**src/rtl/pcw_line_fetch.sv**
```systemverilog
// Per-line bitmap fetcher: roller-RAM lookup, byte prefetch FIFO and
// MSB-first pixel serialiser for the PCW video path.
module pcw_line_fetch #(
    parameter int BYTES_PER_LINE = 90,
    parameter int FIFO_DEPTH     = 4,
    parameter int BYTE_STRIDE    = 8
) (
    input  logic        i_clk,
    input  logic        i_rst,
    input  logic        i_pix_stb,
    input  logic        i_linestart,
    input  logic        i_hblank,
    input  logic        i_vblank,
    input  logic [8:0]  i_y,
    input  logic [3:0]  i_roller_base,
    input  logic        i_screen_en,
    input  logic        i_inverse,
    output logic        o_mem_req,
    output logic [16:0] o_mem_addr,
    input  logic        i_mem_ack,
    input  logic [7:0]  i_mem_data,
    output logic        o_pixel,
    output logic        o_underrun
);
    localparam int PW = $clog2(FIFO_DEPTH);
    localparam int CW = PW + 1;
    localparam int NW = $clog2(BYTES_PER_LINE + 1);
    localparam logic [CW-1:0] LP_DEPTH  = CW'(FIFO_DEPTH);
    localparam logic [NW-1:0] LP_BYTES  = NW'(BYTES_PER_LINE);
    localparam logic [16:0]   LP_STRIDE = 17'(BYTE_STRIDE);

    localparam logic [2:0] S_IDLE    = 3'd0;
    localparam logic [2:0] S_ROLL_LO = 3'd1;
    localparam logic [2:0] S_ROLL_HI = 3'd2;
    localparam logic [2:0] S_FETCH   = 3'd3;
    localparam logic [2:0] S_DONE    = 3'd4;
    localparam logic [2:0] S_ABORT   = 3'd5;

    logic [2:0]    r_state;
    logic          r_req;
    logic [16:0]   r_addr;
    logic [7:0]    r_lo;
    logic [16:0]   r_next_addr;
    logic [NW-1:0] r_req_cnt;
    logic [NW-1:0] r_ack_cnt;
    logic [7:0]    r_fifo [FIFO_DEPTH];
    logic [PW-1:0] r_wr;
    logic [PW-1:0] r_rd;
    logic [CW-1:0] r_cnt;
    logic [7:0]    r_shift;
    logic [2:0]    r_bit_cnt;
    logic          r_pixel;
    logic          r_underrun;

    logic          w_ack;
    logic          w_ls;
    logic          w_active;
    logic          w_busy;
    logic          w_start;
    logic          w_abort;
    logic          w_flush;
    logic          w_push;
    logic [2:0]    w_bc;
    logic          w_load;
    logic          w_pop;
    logic [7:0]    w_byte;
    logic          w_bit;
    logic [CW-1:0] w_cnt_nxt;
    logic [16:0]   w_roll_lo;
    logic [15:0]   w_word;
    logic [16:0]   w_line_addr;
    logic          w_issue;
    logic          w_last;
    logic          w_unused;

    assign w_unused  = i_y[8];
    assign w_ack     = i_mem_ack & r_req;
    assign w_ls      = i_pix_stb & i_linestart;
    assign w_active  = i_pix_stb & ~i_hblank & ~i_vblank;
    assign w_busy    = (r_state == S_ROLL_LO) | (r_state == S_ROLL_HI)
                     | (r_state == S_FETCH);
    assign w_start   = w_ls & ~i_vblank
                     & ((r_state == S_IDLE) | (r_state == S_DONE));
    assign w_abort   = w_ls & w_busy;
    assign w_flush   = w_start | w_abort;
    assign w_push    = w_ack & (r_state == S_FETCH) & ~w_abort;

    // Linestart restarts the byte phase even if that strobe is active.
    assign w_bc      = w_ls ? 3'd0 : r_bit_cnt;
    assign w_load    = w_active & (w_bc == 3'd0);
    assign w_pop     = w_load & (r_cnt != '0);
    assign w_byte    = (r_cnt != '0) ? r_fifo[r_rd] : 8'h00;
    assign w_bit     = w_load ? w_byte[7] : r_shift[7];
    assign w_cnt_nxt = w_flush ? '0
                     : r_cnt + CW'(w_push) - CW'(w_pop);

    assign w_roll_lo   = {4'b0, i_roller_base, i_y[7:0], 1'b0};
    assign w_word      = {i_mem_data, r_lo};
    assign w_line_addr = {w_word[15:3], 1'b0, w_word[2:0]};
    assign w_last      = (r_ack_cnt == LP_BYTES - 1'b1);

    // The in-flight byte already has a slot: w_cnt_nxt counts it as pushed on its ack.
    assign w_issue = (r_state == S_FETCH) & ~w_abort & (~r_req | w_ack)
                   & (r_req_cnt < LP_BYTES) & (w_cnt_nxt < LP_DEPTH);

    always_ff @(posedge i_clk or posedge i_rst) begin
        if (i_rst) begin
            r_state     <= S_IDLE;
            r_req       <= 1'b0;
            r_addr      <= '0;
            r_lo        <= '0;
            r_next_addr <= '0;
            r_req_cnt   <= '0;
            r_ack_cnt   <= '0;
        end else begin
            if (w_ack)
                r_req <= 1'b0;
            case (r_state)
                S_IDLE, S_DONE: begin
                    if (w_start) begin
                        r_state <= S_ROLL_LO;
                        r_req   <= 1'b1;
                        r_addr  <= w_roll_lo;
                    end else if (w_ls) begin
                        r_state <= S_IDLE;
                    end
                end
                S_ROLL_LO, S_ROLL_HI, S_FETCH: begin
                    if (w_abort) begin
                        if (r_req & ~w_ack) begin
                            r_state <= S_ABORT;
                        end else if (i_vblank) begin
                            r_state <= S_IDLE;
                        end else begin
                            r_state <= S_ROLL_LO;
                            r_req   <= 1'b1;
                            r_addr  <= w_roll_lo;
                        end
                    end else if (r_state == S_ROLL_LO) begin
                        if (w_ack) begin
                            r_lo    <= i_mem_data;
                            r_state <= S_ROLL_HI;
                            r_req   <= 1'b1;
                            r_addr  <= w_roll_lo | 17'd1;
                        end
                    end else if (r_state == S_ROLL_HI) begin
                        if (w_ack) begin
                            r_next_addr <= w_line_addr;
                            r_req_cnt   <= '0;
                            r_ack_cnt   <= '0;
                            r_state     <= S_FETCH;
                        end
                    end else begin
                        if (w_ack) begin
                            r_ack_cnt <= r_ack_cnt + 1'b1;
                            if (w_last)
                                r_state <= S_DONE;
                        end
                        if (w_issue) begin
                            r_req       <= 1'b1;
                            r_addr      <= r_next_addr;
                            r_next_addr <= r_next_addr + LP_STRIDE;
                            r_req_cnt   <= r_req_cnt + 1'b1;
                        end
                    end
                end
                S_ABORT: begin
                    if (w_ack) begin
                        if (i_vblank) begin
                            r_state <= S_IDLE;
                        end else begin
                            r_state <= S_ROLL_LO;
                            r_req   <= 1'b1;
                            r_addr  <= w_roll_lo;
                        end
                    end
                end
                default: r_state <= S_IDLE;
            endcase
        end
    end

    always_ff @(posedge i_clk) begin
        if (w_push)
            r_fifo[r_wr] <= i_mem_data;
    end

    always_ff @(posedge i_clk or posedge i_rst) begin
        if (i_rst) begin
            r_wr  <= '0;
            r_rd  <= '0;
            r_cnt <= '0;
        end else if (w_flush) begin
            r_wr  <= '0;
            r_rd  <= '0;
            r_cnt <= '0;
        end else begin
            if (w_push)
                r_wr <= r_wr + 1'b1;
            if (w_pop)
                r_rd <= r_rd + 1'b1;
            r_cnt <= w_cnt_nxt;
        end
    end

    always_ff @(posedge i_clk or posedge i_rst) begin
        if (i_rst) begin
            r_shift    <= '0;
            r_bit_cnt  <= '0;
            r_pixel    <= 1'b0;
            r_underrun <= 1'b0;
        end else begin
            if (w_active) begin
                r_bit_cnt <= w_bc + 3'd1;
                r_shift   <= w_load ? {w_byte[6:0], 1'b0}
                                    : {r_shift[6:0], 1'b0};
                if (w_load & (r_cnt == '0))
                    r_underrun <= 1'b1;
            end else if (w_ls) begin
                r_bit_cnt <= 3'd0;
            end
            if (i_pix_stb)
                r_pixel <= w_active & i_screen_en & (w_bit ^ i_inverse);
        end
    end

    assign o_mem_req  = r_req;
    assign o_mem_addr = r_addr;
    assign o_pixel    = r_pixel;
    assign o_underrun = r_underrun;
endmodule
```
**config.mk**
```make
export PLATFORM = sky130hd
export DESIGN_NAME = pcw_line_fetch
export DESIGN_NICKNAME = d
export VERILOG_FILES = /design/src/rtl/pcw_line_fetch.sv
export SDC_FILE = /design/constraint.sdc
export NUM_CORES = 1
export LEC_CHECK = 0
export ABC_AREA = 1
export CORE_ASPECT_RATIO = 1.25
export CORE_MARGIN = 5
export CORE_UTILIZATION = 45
export CTS_CLUSTER_SIZE = 16
export DETAILED_ROUTE_END_ITERATION = 6
export GPL_ROUTABILITY_DRIVEN = 0
export SLEW_MARGIN = 5
export SYNTH_ARGS = -nofsm -noshare
export SYNTH_HDL_FRONTEND = slang
export SYNTH_SLANG_ARGS = --single-unit
```
**constraint.sdc**
```tcl
create_clock -name i_clk -period 3.87 [get_ports i_clk]
set_clock_uncertainty 0.2 [all_clocks]
set_input_delay 0.387 -clock i_clk [delete_from_list [all_inputs] [get_ports i_clk]]
set_output_delay 0.387 -clock i_clk [all_outputs]
set_load 0.02 [all_outputs]
```
# Word-level counts from Yosys, hierarchy flattened
# Memory sizes are Yosys's and may differ from the RTL's.
# Cells that the tools add are included.
dict set report classes {
  mux 55
  n_reduce_logical 16
  order_cmp 2
  eq_ne 16
  addsub 8
  bitwise_logic 31
}
# op count
set op_table {}
lappend op_table {{$mux W17} 12}
lappend op_table {{$pmux W17 S3} 1}
lappend op_table {{$mux W3} 15}
lappend op_table {{$mux W7} 5}
lappend op_table {{$and A1 B1 Y1} 19}
lappend op_table {{$add A17 B4 Y17 const B} 1}
lappend op_table {{$mux W8} 2}
lappend op_table {{$add A7 B1 Y7 const B} 2}
lappend op_table {{$mux W1} 14}
lappend op_table {{$ne A4 B4 Y1 const B} 3}
lappend op_table {{$reduce_and A4 Y1} 3}
lappend op_table {{$logic_not A3 Y1} 3}
lappend op_table {{$ne A3 B3 Y1 const B} 3}
lappend op_table {{$pmux W3 S3} 1}
lappend op_table {{$mux W2} 4}
lappend op_table {{$eq A7 B7 Y1 const B} 1}
lappend op_table {{$lt A7 B7 Y1 const B} 1}
lappend op_table {{$reduce_and A7 Y1} 1}
lappend op_table {{$eq A3 B2 Y1 const B} 2}
lappend op_table {{$eq A3 B3 Y1 const B} 2}
lappend op_table {{$ne A2 B2 Y1 const B} 3}
lappend op_table {{$not A1 Y1} 6}
lappend op_table {{$reduce_bool A2 Y1} 3}
lappend op_table {{$reduce_bool A3 Y1} 2}
lappend op_table {{other kinds (14)} 19}
dict set report word_totals {
  memories 1
  output_inout_bits 20
  word_cells 143
  input_bits 30
  ff_bits 80
  mem_bits_rw 32
}
# name depth width rd rd_clocked_by_memory_dff wr line_no
set mem_list {}
lappend mem_list {r_fifo 4 8 1 0 1 46} ;# logic [7:0] r_fifo [FIFO_DEPTH];

# Depth between registers and ports, before layout
# Gate-level depths: netlist of the first run.
dict set report logic_depth {
  word_depth 16
  depth_mapped 23
  depth_no_buf 21
}

# Least setup slack after synthesis of the first run
# No wires, ideal clock.
dict set report synth_path {
  path_type {input-to-reg}
  from {input port i_linestart}
  to {register r_addr[11], in the netlist o_mem_addr[11]}
  path_stages 22
  required_time_ns 3.553
  arrival_ns 3.200
  path_buffers 2
  setup_slack_ns 0.353
  setup_time_ns 0.117
  cell_sequence {nand2_1 -> buf_2 -> nand2_1 -> ha_1 -> nand2_1 -> nor2_1 -> nand2_1 -> clkinv_1 -> ha_1 -> inv_1 -> ha_1 -> inv_1 -> fa_1 -> inv_1 -> nand3_1 -> nand2_1 -> nand3_1 -> nand2_1 -> nand2_2 -> buf_4 -> nand3_1 -> nand2_1}
}
dict set report synth_via {
  elab_chain_len 11
  elab_cells_between_ends 27
  cone_classes {add/sub: 2; order compare: 1; eq/ne: 5; mux: 4; bitwise: 13; reduce/logical: 2}
}
# item line_no
set synth_lines {}
lappend synth_lines {{start, declared} 11} ;# input logic i_linestart,
lappend synth_lines {{$and A1 B1 Y1 *} 78} ;# assign w_ls = i_pix_stb & i_linestart;
lappend synth_lines {{$and A1 B1 Y1 or $mux W3 (tied branches)} --}
lappend synth_lines {{$not A1 Y1 (no source line) or $logic_not A3 Y1 (tied branches)} --}
lappend synth_lines {{$and A1 B1 Y1, on equally long branches} {86, 90}}
lappend synth_lines {{$add A3 B1 Y3 or $and A1 B1 Y1 (tied branches)} {95, 91}}
lappend synth_lines {{$sub A3 B1 Y3} 95} ;# : r_cnt + CW'(w_push) - CW'(w_pop);
lappend synth_lines {{$mux W3} 94} ;# assign w_cnt_nxt = w_flush ? '0
lappend synth_lines {{$lt A3 B3 Y1} 104} ;# & (r_req_cnt < LP_BYTES) & (w_cnt_nxt < LP_DEPTH);
lappend synth_lines {{$and A1 B1 Y1} 104}
lappend synth_lines {{$ne A4 B4 Y1 (no source line)} --}
lappend synth_lines {{$reduce_and A7 Y1 (no source line)} --}
lappend synth_lines {{end signal, assigned} 123} ;# r_addr <= w_roll_lo;
lappend synth_lines {{end signal, assigned} 137} ;# r_addr <= w_roll_lo;
lappend synth_lines {{end signal, assigned} 144} ;# r_addr <= w_roll_lo | 17'd1;
lappend synth_lines {{end, declared} 41} ;# logic [16:0] r_addr;
# Mark *: on every way between the ends. The rest lies on a longest branch, timed or not.
# A chain may end at the register's enable or synchronous reset.

# Worst setup path after layout of the first run
dict set report layout_path {
  from {input port i_pix_stb}
  to {register r_addr[1], in the netlist o_mem_addr[1]}
}
dict set report layout_via {
  elab_chain_len 11
  elab_cells_between_ends 29
  cone_classes {add/sub: 2; order compare: 1; eq/ne: 5; mux: 4; bitwise: 15; reduce/logical: 2}
}
# item line_no
set layout_lines {}
lappend layout_lines {{start, declared} 10} ;# input logic i_pix_stb,
lappend layout_lines {{$and A1 B1 Y1} 78}
lappend layout_lines {{$and A1 B1 Y1 or $mux W3 (tied branches)} --}
lappend layout_lines {{$not A1 Y1 (no source line) or $logic_not A3 Y1 (tied branches)} --}
lappend layout_lines {{$and A1 B1 Y1, on equally long branches} {86, 90}}
lappend layout_lines {{$add A3 B1 Y3 or $and A1 B1 Y1 (tied branches)} {95, 91}}
lappend layout_lines {{$sub A3 B1 Y3} 95}
lappend layout_lines {{$mux W3} 94}
lappend layout_lines {{$lt A3 B3 Y1} 104}
lappend layout_lines {{$and A1 B1 Y1} 104}
lappend layout_lines {{$ne A4 B4 Y1 (no source line)} --}
lappend layout_lines {{$reduce_and A7 Y1 (no source line)} --}
# Parallel ways exist; a longest one is shown, timed or not.

==> summary.md, run 1 <==
| Metric | Value |
|---|---|
| Root Buffer | clkbuf_16 |
| Placeable Area | 13750 um2 |
| Vias per Instance | 5.097 |
| Final period util | 0.9049 |
| Fin. Hold Viols | 0 |
| Main synth FF type | dfrtp_1 |
| Final routed DRC violation total | 0 |
| Port bufs | 48 |
| Iteration-0 DRC Markers | 225 |
| Kind of critical path | in2reg |
| Initial Util | 0.4547 |
| Crit path time final | 3502 ps |
| Required time worst endpoint | 3910 ps |
| Tightest Hold Check Type | reg2reg |
| Family with the most delay on the worst path | simple AND/OR/NAND/NOR gates |
| First-pass GRT wire length | 25.51 mm |
| CP Launch Type | primary input |
| Fillers | 1343 |
| Grt ovf | 0 |
| Synth warn | 0 |
| Leakage | 3.456 nW |
| DR pass1 iterations | 5 |
| Total Wirelength | 15.27 mm |
| Area Growth Syn to Fin | 16.77% |
| Max incr delay on CP | 420 ps |
| DP Wirelength | 11.46 mm |
| Comb power frac | 0.433 |
| Cells after Synth | 822 |
| CTS sink count | 111 |
| Post-synth net total | 865 |
| DR vias | 5372 |
| IO Pins | 50 |
| Overall die area | 16370 um2 |
| Status | finished, final reports clean |
| Mapped Area | 6253 um2 |
| Crit. End Element | flop |
| Max Fclk | 285.6 MHz |
| Net count, final | 917 |
| Vias in the first global route | 5214 |
| CTS tree | yes |
| Buf/Inv on CP | 6 |
| Mean Syn Cell Area | 7.608 um2 |
| Worst-case clock buffer depth | 2 |
| Die height | 141.8 um |
| Clock-pin slew on the worst setup and hold paths | 80 ps |
| Post-route ant nets | 0 |
| Sequential area share after synthesis | 0.4698 |
| Worst vdd ir | 0.3327 mV |
| # diodes | 0 |
| Sw frac | 0.4304 |
| CP cell instances | clkdlybuf4s50_1 -> nand2_1 -> nand2_1 -> ha_1 -> nand2_1 -> nor2_1 -> nand2_1 -> clkinv_1 -> ha_1 -> inv_1 -> ha_1 -> inv_1 -> fa_1 -> inv_1 -> nand3_1 -> nand2_1 -> nand3_1 -> nand2_2 -> nand2_2 -> buf_12 -> nand3_1 -> nand2_1 |
| Seq pwr share | 0.375 |
| Crit path arrival time | 3540 ps |
| Synth unique cells | 39 |
| Finished Core Util | 0.5309 |
| Slowest stage cell, crit path | clkdlybuf4s50_1 |
| Max transition margin | 0.3042 |
| Max_cap viols | 0 |
| NetSw | 2.089 mW |
| RSZ-0062 raised after global routing | no |
| Row count | 48 |
| Num CTS Buffers | 9 |
| CTS H-Tree Depth | 3 |
| Share of layout cells above drive strength 1 | 0.06485 |
| Pwr dens | 664.8 nW/um2 |
| Post-CTS Hold Buffers | 0 |
| Max-slew violation count | 0 |
| Total power | 4.854 mW |
| Die W | 115.4 um |
| EDFF count, synth | 32 |
| Critical path fanouts, max | 14 |
| Internal power | 2.765 mW |
| Tot GR Track Use | 0.1924 |
| Worst-skew pair later-pin latency | 350 ps |
| Worst Tran Pin Value | 1042 ps |
| Most used cell, CP | nand2_1 |
| Largest net degree at the start of global routing | 59 |
| Final setup viols | 0 |
| Antenna violations before repair | 0 |
| Avg WL per Cell | 14.48 um |
| Clk pwr share | 0.192 |
| Async set-reset flop share out of synthesis | 0.7117 |
| Flops & latches, synth | 111 |
routing by layer:
metal  vias up  routed length, um  share of wire  global-route usage
met2        95               7511           0.49              0.3271
met1      2512               7034           0.46              0.2549
met4         0                243          0.016             0.05068
met3        12                477          0.031             0.03029
met5         -                  0              0                   0
li1       2753                  -              -                   -
what timing repair did:
action	4_1_cts	5_1_grt
endpoints found under the setup margin	0	1
setup buffers	0	0
endpoints found under the hold margin	0	0
resized for setup	0	2
registers in the layout, indices dropped and copies added (netlist names):
register,cells
r_lo,8
r_ack_cnt,7
r_state,3
r_cnt,3
r_next_addr,17
r_req_cnt,7
o_mem_addr,17
r_fifo,32
r_rd,2
o_underrun,1
o_mem_req,1
r_wr,2
r_bit_cnt,3
r_shift,7
o_pixel,1
logic make-up after synthesis:
family / count (synthesis) / share of synthesized area
buf+inv: 119 / 0.07663
flops: 111 / 0.4698
mux: 1 / 0.001801
fa+ha+maj: 13 / 0.02721
simple gates: 427 / 0.2841
compound gates: 137 / 0.1208
xor+xnor: 14 / 0.01961
worst min-delay path: stages (launching register included):
cell	delay, ps
dfrtp_1	350
nand2_1	50
nand2_1	50
metrics by stage:
step                cell area (um2)  setup slack [ps]  hold WS, ps  cells  TNS [ps]
floorplan                      6254             353.2        236.7    822         0
global placement               6995             82.59        263.9   1038         0
global route                   7302             47.04        326.5   1054         0
detailed placement             6995            -21.73        269.1   1038    -151.4
CTS                            7291             340.7        289.6   1054         0
finish                         7302             368.0        287.7   1054         0
power by group through the flow:
| stage | clock network, mW | logic [mW] | registers [mW] |
|---|---|---|---|
| 5_1_grt | 1.01 | 2.39 | 1.87 |
| 4_1_cts | 0.951 | 2.11 | 1.82 |
| 2_1_floorplan | 0 | 1.44 | 1.84 |
| 3_3_place_gp | 0 | 2.06 | 1.83 |
| 3_5_place_dp | 0 | 2.10 | 1.84 |
| 6_report | 0.930 | 2.10 | 1.82 |
final timing paths:
| check | from | to | cells past startpoint | slack [ps] |
|---|---|---|---|---|
| worst min-delay path | o_pixel$_DFFE_PP0P_ | o_pixel$_DFFE_PP0P_ | 2 | 290 |
| worst max register to register | r_state[0]$_DFFE_PP0P_ | o_mem_addr[1]$_DFFE_PP0P_ | 19 | 600 |
| min in group asynchronous | i_rst | o_pixel$_DFFE_PP0P_ | 2 | 370 |
| worst max-delay path | i_pix_stb | o_mem_addr[1]$_DFFE_PP0P_ | 22 | 370 |
| worst min register to register | o_pixel$_DFFE_PP0P_ | o_pixel$_DFFE_PP0P_ | 2 | 290 |
| max in group asynchronous | i_rst | o_mem_addr[10]$_DFFE_PP0P_ | 3 | 2330 |
cell type report:
type / count / area [um2] / area share
well taps: 175 / 219.0 / 0.02999
clock inverters: 7 / 70.07 / 0.009596
multi-input cells: 592 / 2848 / 0.3900
repair buffers: 68 / 655.6 / 0.08979
flip-flops and latches: 111 / 2938 / 0.4023
inverters: 92 / 346.6 / 0.04746
clock buffers: 9 / 225.2 / 0.03084
synth_stat cells, types with 3 or more instances:
library cell,count,area [um2]
a2bb2oi_1,6,52.55
ha_1,12,150.1
nand2_2,6,37.54
buf_2,7,35.03
o22ai_1,8,50.05
nand2_1,268,1006
clkinv_1,4,15.01
a21oi_1,36,180.2
nand3_1,63,315.3
clkbuf_1,13,48.80
o21ai_0,71,355.3
xor2_1,13,113.9
nor2_2,4,25.02
buf_4,4,30.03
inv_2,3,11.26
nand4_1,7,43.79
nand3b_1,3,22.52
nor3_1,5,25.02
inv_1,85,319.1
a21boi_0,7,52.55
edfxtp_1,32,960.9
nor2_1,67,251.5
dfrtp_1,79,1977
cells in the final DEF, fill, tap and decap left out, types with 3 or more instances in the layout:
cell type	instances
nor3_1	5
a2bb2oi_1	6
nand2_1	267
dfrtp_1	79
nor2_2	4
inv_2	3
clkbuf_16	9
clkdlybuf4s50_1	48
nor2_1	67
ha_1	12
nand3_1	63
nand4_1	7
o22ai_1	8
o21ai_0	71
buf_4	18
a21oi_1	36
a21boi_0	7
clkinv_1	4
inv_1	84
edfxtp_1	32
nand2_2	7
nand3b_1	3
xor2_1	13
(Power assumes the default switching activity.)
==> run 2: changes to the inputs <==
--- a/config.mk
+++ b/config.mk
@@ -8,7 +8,7 @@
 export ABC_AREA = 1
 export CORE_ASPECT_RATIO = 1.25
 export CORE_MARGIN = 5
-export CORE_UTILIZATION = 45
+export CORE_UTILIZATION = 40
 export CTS_CLUSTER_SIZE = 16
 export DETAILED_ROUTE_END_ITERATION = 6
 export GPL_ROUTABILITY_DRIVEN = 0
==> run 2 against run 1 <==
Against the previous run: largest power group unchanged; maximum frequency up 4.0%; first-iteration DRC count up 60%; combinational power up 2%; non-clock buffer count up 3; utilization down 5.5 points; register-to-register slack better by 40 ps; global-route usage down 1.0 points; die area up 11%; total power up 0.20%; via count up 0.78%; setup slack better by 140 ps.
==> summary.md, run 2 (same netlist as run 1, synthesis figures left out) <==
| Metric | Value |
|---|---|
| Status | finished, final reports clean |
| Tightest Hold Check Type | in2async |
| Vias in the first global route | 5197 (-0.33%) |
| IO Pins | 50 (unchanged) |
| Cells after DPL | 1078 (+3.9%) |
| Clock-pin slew on the worst setup and hold paths | 80 ps (about the same) |
| Worst Tran Pin Value | 827.1 ps (-215.4 ps) |
| Crit path time final | 3367 ps (-135.3 ps) |
| Setup Buffers After CTS | 0 (unchanged) |
| Largest register by flop count | r_fifo |
| Final setup viols | 0 (unchanged) |
| Required time worst endpoint | 3920 ps (about the same) |
| Crit. End Element | flop |
| Finished Core Util | 0.4755 (-0.05548) |
| Non-Filler Instances | 1094 (+3.8%) |
| Buf/Inv on CP | 6 (unchanged) |
| Tot GR Track Use | 0.1820 (-0.01042) |
| Avg WL per Cell | 14.45 um (-0.24%) |
| Vias per Instance | 4.949 (-2.9%) |
| Final routed DRC violation total | 0 (unchanged) |
| CTS tree | yes |
| CTS sink count | 111 (unchanged) |
| DP Wirelength | 11.29 mm (-1.5%) |
| Max_cap viols | 0 (unchanged) |
| Max Fclk | 297.0 MHz (+4.0%) |
| Post-CTS Hold Buffers | 0 (unchanged) |
| RSZ-0062 raised after global routing | no |
| CTS H-Tree Depth | 3 (unchanged) |
| Largest register FFs | 32 (unchanged) |
| Row count | 51 (+6.3%) |
| Total Wirelength | 15.81 mm (+3.5%) |
| # diodes | 0 (unchanged) |
| Grt ovf | 0 (unchanged) |
| Final period util | 0.8699 (-0.03495) |
| Net count, final | 920 (+0.33%) |
| DR pass1 iterations | 5 (unchanged) |
| Worst vdd ir | 0.2997 mV (-9.9%) |
| Die height | 149.8 um (+5.6%) |
| Placeable Area | 15440 um2 (+12%) |
| Overall die area | 18250 um2 (+11%) |
| Total negative slack for setup checks | 0 ps (unchanged) |
| Pwr dens | 662.5 nW/um2 (-0.34%) |
| Area of the multi-input gates | 2836 um2 (-0.40%) |
| Largest net degree at the start of global routing | 43 (-27%) |
| Crit path arrival time | 3410 ps (-130 ps) |
| Fin. Hold Viols | 0 (unchanged) |
| CP cell instances | clkdlybuf4s50_1 -> nand2_1 -> nand2_1 -> ha_1 -> nand2_1 -> nor2_1 -> nand2_1 -> clkinv_1 -> ha_1 -> inv_1 -> ha_1 -> inv_1 -> fa_1 -> inv_1 -> nand3_1 -> nand2_1 -> nand3_1 -> nand2_1 -> nand2_2 -> buf_4 -> nand3_1 -> nand2_1 |
| Die W | 121.8 um (+5.5%) |
| CP Launch Type | primary input |
| Max incr delay on CP | 410 ps (about the same) |
| Family with the most delay on the worst path | simple AND/OR/NAND/NOR gates |
| Max-slew violation count | 0 (unchanged) |
| Critical path fanouts, max | 13 (-1) |
| Post-route ant nets | 0 (unchanged) |
| Max transition margin | 0.4466 (+0.1424) |
| Share of layout cells above drive strength 1 | 0.06689 (+0.002047) |
| Worst-skew pair later-pin latency | 360 ps (about the same) |
| Post-cts gate resize count | 0 (unchanged) |
| Place WS | 123.1 ps (+144.9 ps) |
| Area Growth Syn to Fin | 17.41% |
| Iteration-0 DRC Markers | 359 (+60%) |
| Slowest stage cell, crit path | clkdlybuf4s50_1 |
| Leakage | 3.462 nW (+0.18%) |
| Antenna violations before repair | 0 (unchanged) |
| First-pass GRT wire length | 26.28 mm (+3.0%) |
| Most common cell after layout, fill and taps aside | nand2_1 |
| Worst Setup Slack, final | 503.3 ps (+135.3 ps) |
| DR vias | 5414 (+0.78%) |
| Kind of critical path | in2reg |
| Sequential cell area | 2938 um2 (unchanged) |
| Port bufs | 48 (unchanged) |
| Initial Util | 0.4050 (-0.04974) |
| Num CTS Buffers | 9 (unchanged) |
| Most frequent cells in the layout | 268 x nand2_1, 84 x inv_1, 79 x dfrtp_1, 71 x o21ai_0, 67 x nor2_1 |
| Worst-case clock buffer depth | 2 (unchanged) |
| Root Buffer | clkbuf_16 |
| Most used cell, CP | nand2_1 |
| Fillers | 1552 (+16%) |
## run 2: final timing paths
| path | from | endpoint | slack [ps] | cells past startpoint |
|---|---|---|---|---|
| min | i_rst | o_pixel$_DFFE_PP0P_ | 260 | 2 |
| max in group asynchronous | i_rst | r_lo[2]$_DFFE_PP0P_ | 2550 | 3 |
| max | i_pix_stb | o_mem_addr[9]$_DFFE_PP0P_ | 500 | 22 |
| min reg2reg | r_next_addr[0]$_DFFE_PP0P_ | r_next_addr[0]$_DFFE_PP0P_ | 290 | 2 |
| min in group i_clk | r_next_addr[0]$_DFFE_PP0P_ | r_next_addr[0]$_DFFE_PP0P_ | 290 | 2 |
| max reg2reg | r_state[0]$_DFFE_PP0P_ | o_mem_addr[9]$_DFFE_PP0P_ | 640 | 19 |
## run 2: worst reg2reg max path, cell delays in order (launching register included)
cell and delay (ps):
dfrtp_1 430, inv_1 150, nor3_1 60, buf_4 170, nor3_4 180, nand2_2 80
ha_1 270, inv_1 60, ha_1 120, inv_1 40, fa_1 370, inv_1 60
nand3_1 70, nand2_1 70, nand3_1 80, nand2_1 220, nand2_2 130, buf_4 220
nand3_1 100, nand2_1 50
## run 2: layout make-up
class,count,share of cell area
Clock inverter,7,0.008862
Multi-Input combinational cell,592,0.3863
Tap cell,212,0.03613
Clock buffer,9,0.03067
Sequential cell,111,0.4001
Timing Repair Buffer,71,0.09066
Inverter,92,0.04721
## run 2: per-stage QoR
stage,cell area (um2),hold slack (ps),power [mW]
global placement,7052,268.2,3.965
CTS,7342,288.0,4.911
floorplan,6254,236.7,3.273
detailed placement,7052,268.1,3.980
global route,7342,323.7,5.284
finish,7342,257.7,4.864
## run 2: routing by layer
metal,track usage,vias to the layer above,share of wire
li1,-,2765,-
met1,0.2300,2496,0.43
met2,0.3172,128,0.50
met3,0.02911,25,0.040
met4,0.05942,0,0.022
met5,0,-,0
## run 2: where the power goes
part	switching, mW	internal [mW]	total (mW)
registers	0.293	1.51	1.81
logic	1.35	0.792	2.14
clock network	0.466	0.451	0.917
total	2.11	2.76	4.86
